`config.mk`:
```
export PLATFORM = sky130hd
export DESIGN_NAME = instr_fetch
export DESIGN_NICKNAME = d
export VERILOG_FILES = /design/src/rtl/cpu_pkg.sv /design/src/rtl/pc_next_logic.sv /design/src/rtl/instr_fetch.sv
export SDC_FILE = /design/constraint.sdc
export NUM_CORES = 1
export LEC_CHECK = 0
export CORE_ASPECT_RATIO = 1.4
export CORE_MARGIN = 3
export CORE_UTILIZATION = 44
export DETAILED_ROUTE_END_ITERATION = 16
export PLACE_DENSITY = 0.92
export SLEW_MARGIN = 20
export SYNTH_ARGS = -nofsm -noshare
export SYNTH_HDL_FRONTEND = slang
export SYNTH_SLANG_ARGS = --single-unit
export TNS_END_PERCENT = 1
```
`constraint.sdc`:
```
create_clock -name clk -period 3.45 [get_ports clk]
set_input_delay 0.345 -clock clk [delete_from_list [all_inputs] [get_ports clk]]
set_output_delay 0.345 -clock clk [all_outputs]
set_load 0.05 [all_outputs]
```
`src/rtl/cpu_pkg.sv`:
```
// Shared definitions for the single-cycle 32-bit core: opcodes, special
// instruction words and the fetch-stage state encoding.
package cpu_pkg;

    localparam logic [5:0] OPC_RTYPE = 6'b000000;
    localparam logic [5:0] OPC_J     = 6'b000010;
    localparam logic [5:0] OPC_BEQ   = 6'b000100;
    localparam logic [5:0] OPC_ADDI  = 6'b001000;
    localparam logic [5:0] OPC_ANDI  = 6'b001100;
    localparam logic [5:0] OPC_LW    = 6'b100011;
    localparam logic [5:0] OPC_SW    = 6'b101011;
    localparam logic [5:0] OPC_HALT  = 6'b111111;

    localparam logic [31:0] HALT_WORD = {OPC_HALT, 26'h0};
    localparam logic [31:0] NOP_WORD  = 32'h0000_0000;

    typedef enum logic {
        FS_RUN  = 1'b0,
        FS_HALT = 1'b1
    } fetch_state_e;

    function automatic logic is_halt_word(input logic [31:0] word);
        return word == HALT_WORD;
    endfunction

endpackage

```
`src/rtl/pc_next_logic.sv`:
```
// Next-PC selection for the fetch stage: hold, jump, taken branch or
// sequential, in that priority order.
module pc_next_logic (
    input  logic [31:0] pc_plus4,
    input  logic [25:0] instr,
    input  logic        jump,
    input  logic        branch,
    input  logic        zero,
    input  logic        hold,
    output logic [31:0] next_pc
);

    logic [31:0] br_tgt;
    logic [31:0] j_tgt;

    assign br_tgt = pc_plus4 + {{14{instr[15]}}, instr[15:0], 2'b00};
    assign j_tgt  = {pc_plus4[31:28], instr[25:0], 2'b00};

    // NOTE: next_pc gets its default before any branch of the if-chain so no
    // path leaves it unassigned, which would infer a latch.
    always_comb begin
        next_pc = pc_plus4;
        if (hold) begin
            // the current PC is not a port here; it is recovered from pc_plus4
            next_pc = pc_plus4 - 32'd4;
        end else if (jump) begin
            next_pc = j_tgt;
        end else if (branch && zero) begin
            next_pc = br_tgt;
        end
    end

endmodule

```
`src/rtl/instr_fetch.sv`:
```
// Fetch stage: PC register, combinational instruction ROM, run/halt FSM
// and retired-instruction counter.
module instr_fetch
    import cpu_pkg::*;
#(
    parameter int unsigned IMEM_DEPTH = 64,
    parameter logic [31:0] RESET_PC   = 32'h0,
    parameter              INIT_FILE  = "imem.hex"
) (
    input  logic        clk,
    input  logic        reset,
    input  logic        stall,
    input  logic        jump,
    input  logic        branch,
    input  logic        zero,
    output logic [31:0] pc,
    output logic [31:0] pc_plus4,
    output logic [31:0] instr,
    output logic [5:0]  opcode,
    output logic        halted,
    output logic        fault,
    output logic [31:0] instr_count
);

    localparam int unsigned AW = $clog2(IMEM_DEPTH);

    // NOTE: the ROM has no reset; its contents are preloaded, never cleared.
    logic [31:0] imem [IMEM_DEPTH];

    fetch_state_e state, state_next;
    logic         fault_next;
    logic         retire;
    logic         hold;
    logic         out_of_range;
    logic [31:0]  rom_word;
    logic [31:0]  next_pc;

    assign rom_word     = imem[pc[AW+1:2]];
    assign out_of_range = (pc[31:AW+2] != '0);
    assign pc_plus4     = pc + 32'd4;
    assign opcode       = instr[31:26];
    assign halted       = (state == FS_HALT);

    // A fetch outside the ROM must not alias onto a low word; it faults instead.
    always_comb begin
        state_next = state;
        fault_next = fault;
        retire     = 1'b0;
        hold       = 1'b1;
        instr      = NOP_WORD;
        if (state == FS_RUN) begin
            if (!out_of_range) begin
                instr = rom_word;
            end
            if (!stall) begin
                if (out_of_range) begin
                    state_next = FS_HALT;
                    fault_next = 1'b1;
                end else begin
                    retire = 1'b1;
                    if (is_halt_word(rom_word)) begin
                        state_next = FS_HALT;
                    end else begin
                        hold = 1'b0;
                    end
                end
            end
        end
    end

    pc_next_logic u_pc_next_logic (
        .pc_plus4 (pc_plus4),
        .instr    (instr[25:0]),
        .jump     (jump),
        .branch   (branch),
        .zero     (zero),
        .hold     (hold),
        .next_pc  (next_pc)
    );

    // NOTE: sequential state uses non-blocking assignments so every register
    // samples the pre-edge values regardless of statement order.
    always_ff @(posedge clk or posedge reset) begin
        if (reset) begin
            pc          <= RESET_PC;
            state       <= FS_RUN;
            fault       <= 1'b0;
            instr_count <= 32'd0;
        end else begin
            pc    <= next_pc;
            state <= state_next;
            fault <= fault_next;
            if (retire) begin
                instr_count <= instr_count + 32'd1;
            end
        end
    end

endmodule

```
==> impl_metrics.yaml <==
sta:
  rsz0062_at_grt: "false"
  tightest_slew_ns: 0.649
  hold_violations: 0
  finalSetupViolCount: 0
  fmax_mhz: 456
  maxSlewViolCount: 0
  clock_skew_ns: 0.0115
  final.setup.tns_ns: 0
  post-route-period-util_pct: 63.5
  period_needed_ns: 2.19
  relSlewSlack_pct: 56.5
  hold_slack_ns: 0.331
grt:
  grt.overflow.total: 0
  antenna_found_initial: 0
  grt_start_max_net_pins: 40
  grt_pass1_vias: 1952
  grt_pass1_wl_um: 9470
  track_usage_pct: 16.8
cts:
  htree_levels: 3
  cts_hold_buf: 0
  cts_root_buf: "clkbuf_8"
  clkTransAtPathRegs_ns: 0.06
  clk_path_buf_depth: 2
  cts_tree: "built"
  clock_latency_ns: 0.34
  cts_setup_buffers: 0
  cts.repair.resized: 0
  clkSinkCount: 62
  cts_made_buffers: 9
layout:
  most-common-layout-cells: "clkdlybuf4s50_1, dfrtp_1, conb_1"
  fillCellCount: 516
  seq_area_um2: 1550
  num_antenna_cells: 0
  final_common_cell: "clkdlybuf4s50_1"
  multi_input_area_um2: 901
  fin_nets: 326
  area_delta_synth_final_pct: 27.6
  drive_above_1_share_pct: 7.10
synth:
  yosys_warnings: 0
  seq_area_frac_synth_pct: 53.7
  syn_area_um2: 2890
  postSynth.asyncResetShare_pct: 100
  synth_ff_type: "dfrtp_1"
  synth_area_per_cell_um2: 10.5
  yosys_register_bits: 62
  synth_cell_types: 26
  synth_cells: 275
  synth-edff-count: 0
flow_run:
  maxCapViolCount: 0
routing:
  via_per_inst: 4.80
  drc: 0
  wirelength_um: 5790
  antenna_left: 0
  routedWlPerCell_um: 14.6
  drt-initial-drc-count: 93
  drt_first_pass_iters: 5
  vias: 1899
pwr:
  switching_power_mw: 0.413
  p_clk_share_pct: 41.5
  leakagePower_nw: 1.71
  p_sw_share_pct: 27.1
  seqPwrFrac_pct: 48.3
  internal_power_mw: 1.11
  total_power_mw: 1.53
  pwr-share-comb_pct: 10.2
  peakVddDrop_uv: 237
  power_density_nw_per_um2: 415
placement:
  place.gp.congestion: 0.713
  dp_hpwl_um: 4230
  portBuffers: 92
floorplanning:
  core_um2: 6300
  num_rows: 34
  initial_core_util_pct: 45.8
  die_x_um: 74.5
  ios: 142
  die_height_um: 102
  design.die.area_um2: 7580
critical_path:
  critPathMaxFanout: 9
  criticalPathCategory: "reg2reg"
  worstPathArrival_ns: 2.41
  critPathSlowestCell: "nor3_2"
  crit_family: "simple AND/OR/NAND/NOR gates"
  start_kind: "flip-flop"
  cp_num_buf_inv: 0
  crit_chain: "nor4_1 -> nand4_1 -> nor3_2 -> nand4_1 -> xnor2_1"
  worst_setup_path_end_kind: "flip-flop"
  crit_path_max_incr_delay_ns: 0.63
  required_ns: 3.67
  cpMostUsedCell: "nand4_1"
status:
  outcome: "finished, final reports clean"
worst_hold_path:
  hp-class: "in2async"
sequential cells by signal, indices dropped and copies added, names as in the netlist:
register and count:
instr_count 32, pc 28, fault 1, halted 1
power groups by stage:
stage                     sequential (mW)  combinational [mW]  clock (mW)
final                               0.737               0.156       0.634
after global routing                0.737               0.166       0.696
after CTS                           0.737               0.156       0.655
after detailed placement            0.750               0.156           0
after global placement              0.750               0.154           0
after floorplan                     0.763               0.165           0
cell type report:
type	instances	share of cell area, %
Clock inverter	4	1.22
Tap cell	72	2.45
Clock buffer	12	4.21
Sequential cell	62	42.1
Timing Repair Buffer	94	25.4
Multi-Input combinational cell	151	24.5
Inverter	1	0.102
worst paths after layout:
| path | start | end | slack (ns) | cells past startpoint |
|---|---|---|---|---|
| worst max-delay path | pc[19]$_DFF_PP0_ | instr_count[25]$_DFFE_PP0P_ | 1.26 | 5 |
| worst min-delay path | reset | pc[5]$_DFF_PP0_ | 0.33 | 2 |
| worst max register to register | pc[19]$_DFF_PP0_ | instr_count[25]$_DFFE_PP0P_ | 1.26 | 5 |
| worst min register to register | pc[4]$_DFF_PP0_ | pc[4]$_DFF_PP0_ | 0.41 | 0 |
| max in group asynchronous | reset | pc[7]$_DFF_PP0_ | 2.26 | 3 |
| min in group clk | pc[4]$_DFF_PP0_ | pc[4]$_DFF_PP0_ | 0.41 | 0 |
per-stage QoR:
stage / util, % / instances / setup WS [ns] / instance area (um^2)
4_1_cts: 58.5 / 396 / 1.20 / 3680
3_5_place_dp: 55.3 / 380 / 1.18 / 3480
3_3_place_gp: 55.3 / 380 / 1.23 / 3480
5_1_grt: 58.5 / 396 / 1.06 / 3680
6_report: 58.5 / 396 / 1.26 / 3680
2_1_floorplan: - / 319 / 1.37 / 3050
cells by family after synthesis:
| kind of cell | synth area share [%] |
|---|---|
| flip-flops | 53.7 |
| buffers and inverters | 20.8 |
| XOR/XNOR | 9.41 |
| adder cells (fa/ha/maj) | 0.433 |
| multiplexers | 0.390 |
| other | 0.260 |
| AO/OA/AOI/OAI | 0.260 |
| AND/OR/NAND/NOR | 14.7 |
Yosys cell counts, types with 2 or more instances:
| master | count | area, um^2 |
|---|---|---|
| clkbuf_1 | 50 | 188 |
| buf_4 | 47 | 353 |
| nand3_1 | 17 | 85.1 |
| nor4_1 | 10 | 62.6 |
| xor2_1 | 8 | 70.1 |
| nor2_1 | 4 | 15.0 |
| nor3_2 | 3 | 30.0 |
| and4_1 | 6 | 52.6 |
| conb_1 | 2 | 7.51 |
| nand4_1 | 12 | 75.1 |
| nor3_1 | 2 | 10.0 |
| and3_1 | 7 | 43.8 |
| xnor2_1 | 23 | 201 |
| buf_2 | 5 | 25.0 |
| dfrtp_1 | 62 | 1550 |
| nand2_1 | 7 | 26.3 |
per-layer routing:
layer	global-route usage [%]	part of all wire, %	vias up
li1	-	-	868
met1	19.8	38	903
met2	27.1	51	120
met3	5.02	9.4	8
met4	9.04	1.8	0
met5	0	0	-
worst register-to-register path: stages, from the launching register on:
cell and delay [ns]:
dfrtp_1 0.40, nor4_1 0.36, nand4_1 0.28, nor3_2 0.63, nand4_1 0.23, xnor2_1 0.18
Power figures use the tool's default switching activity.
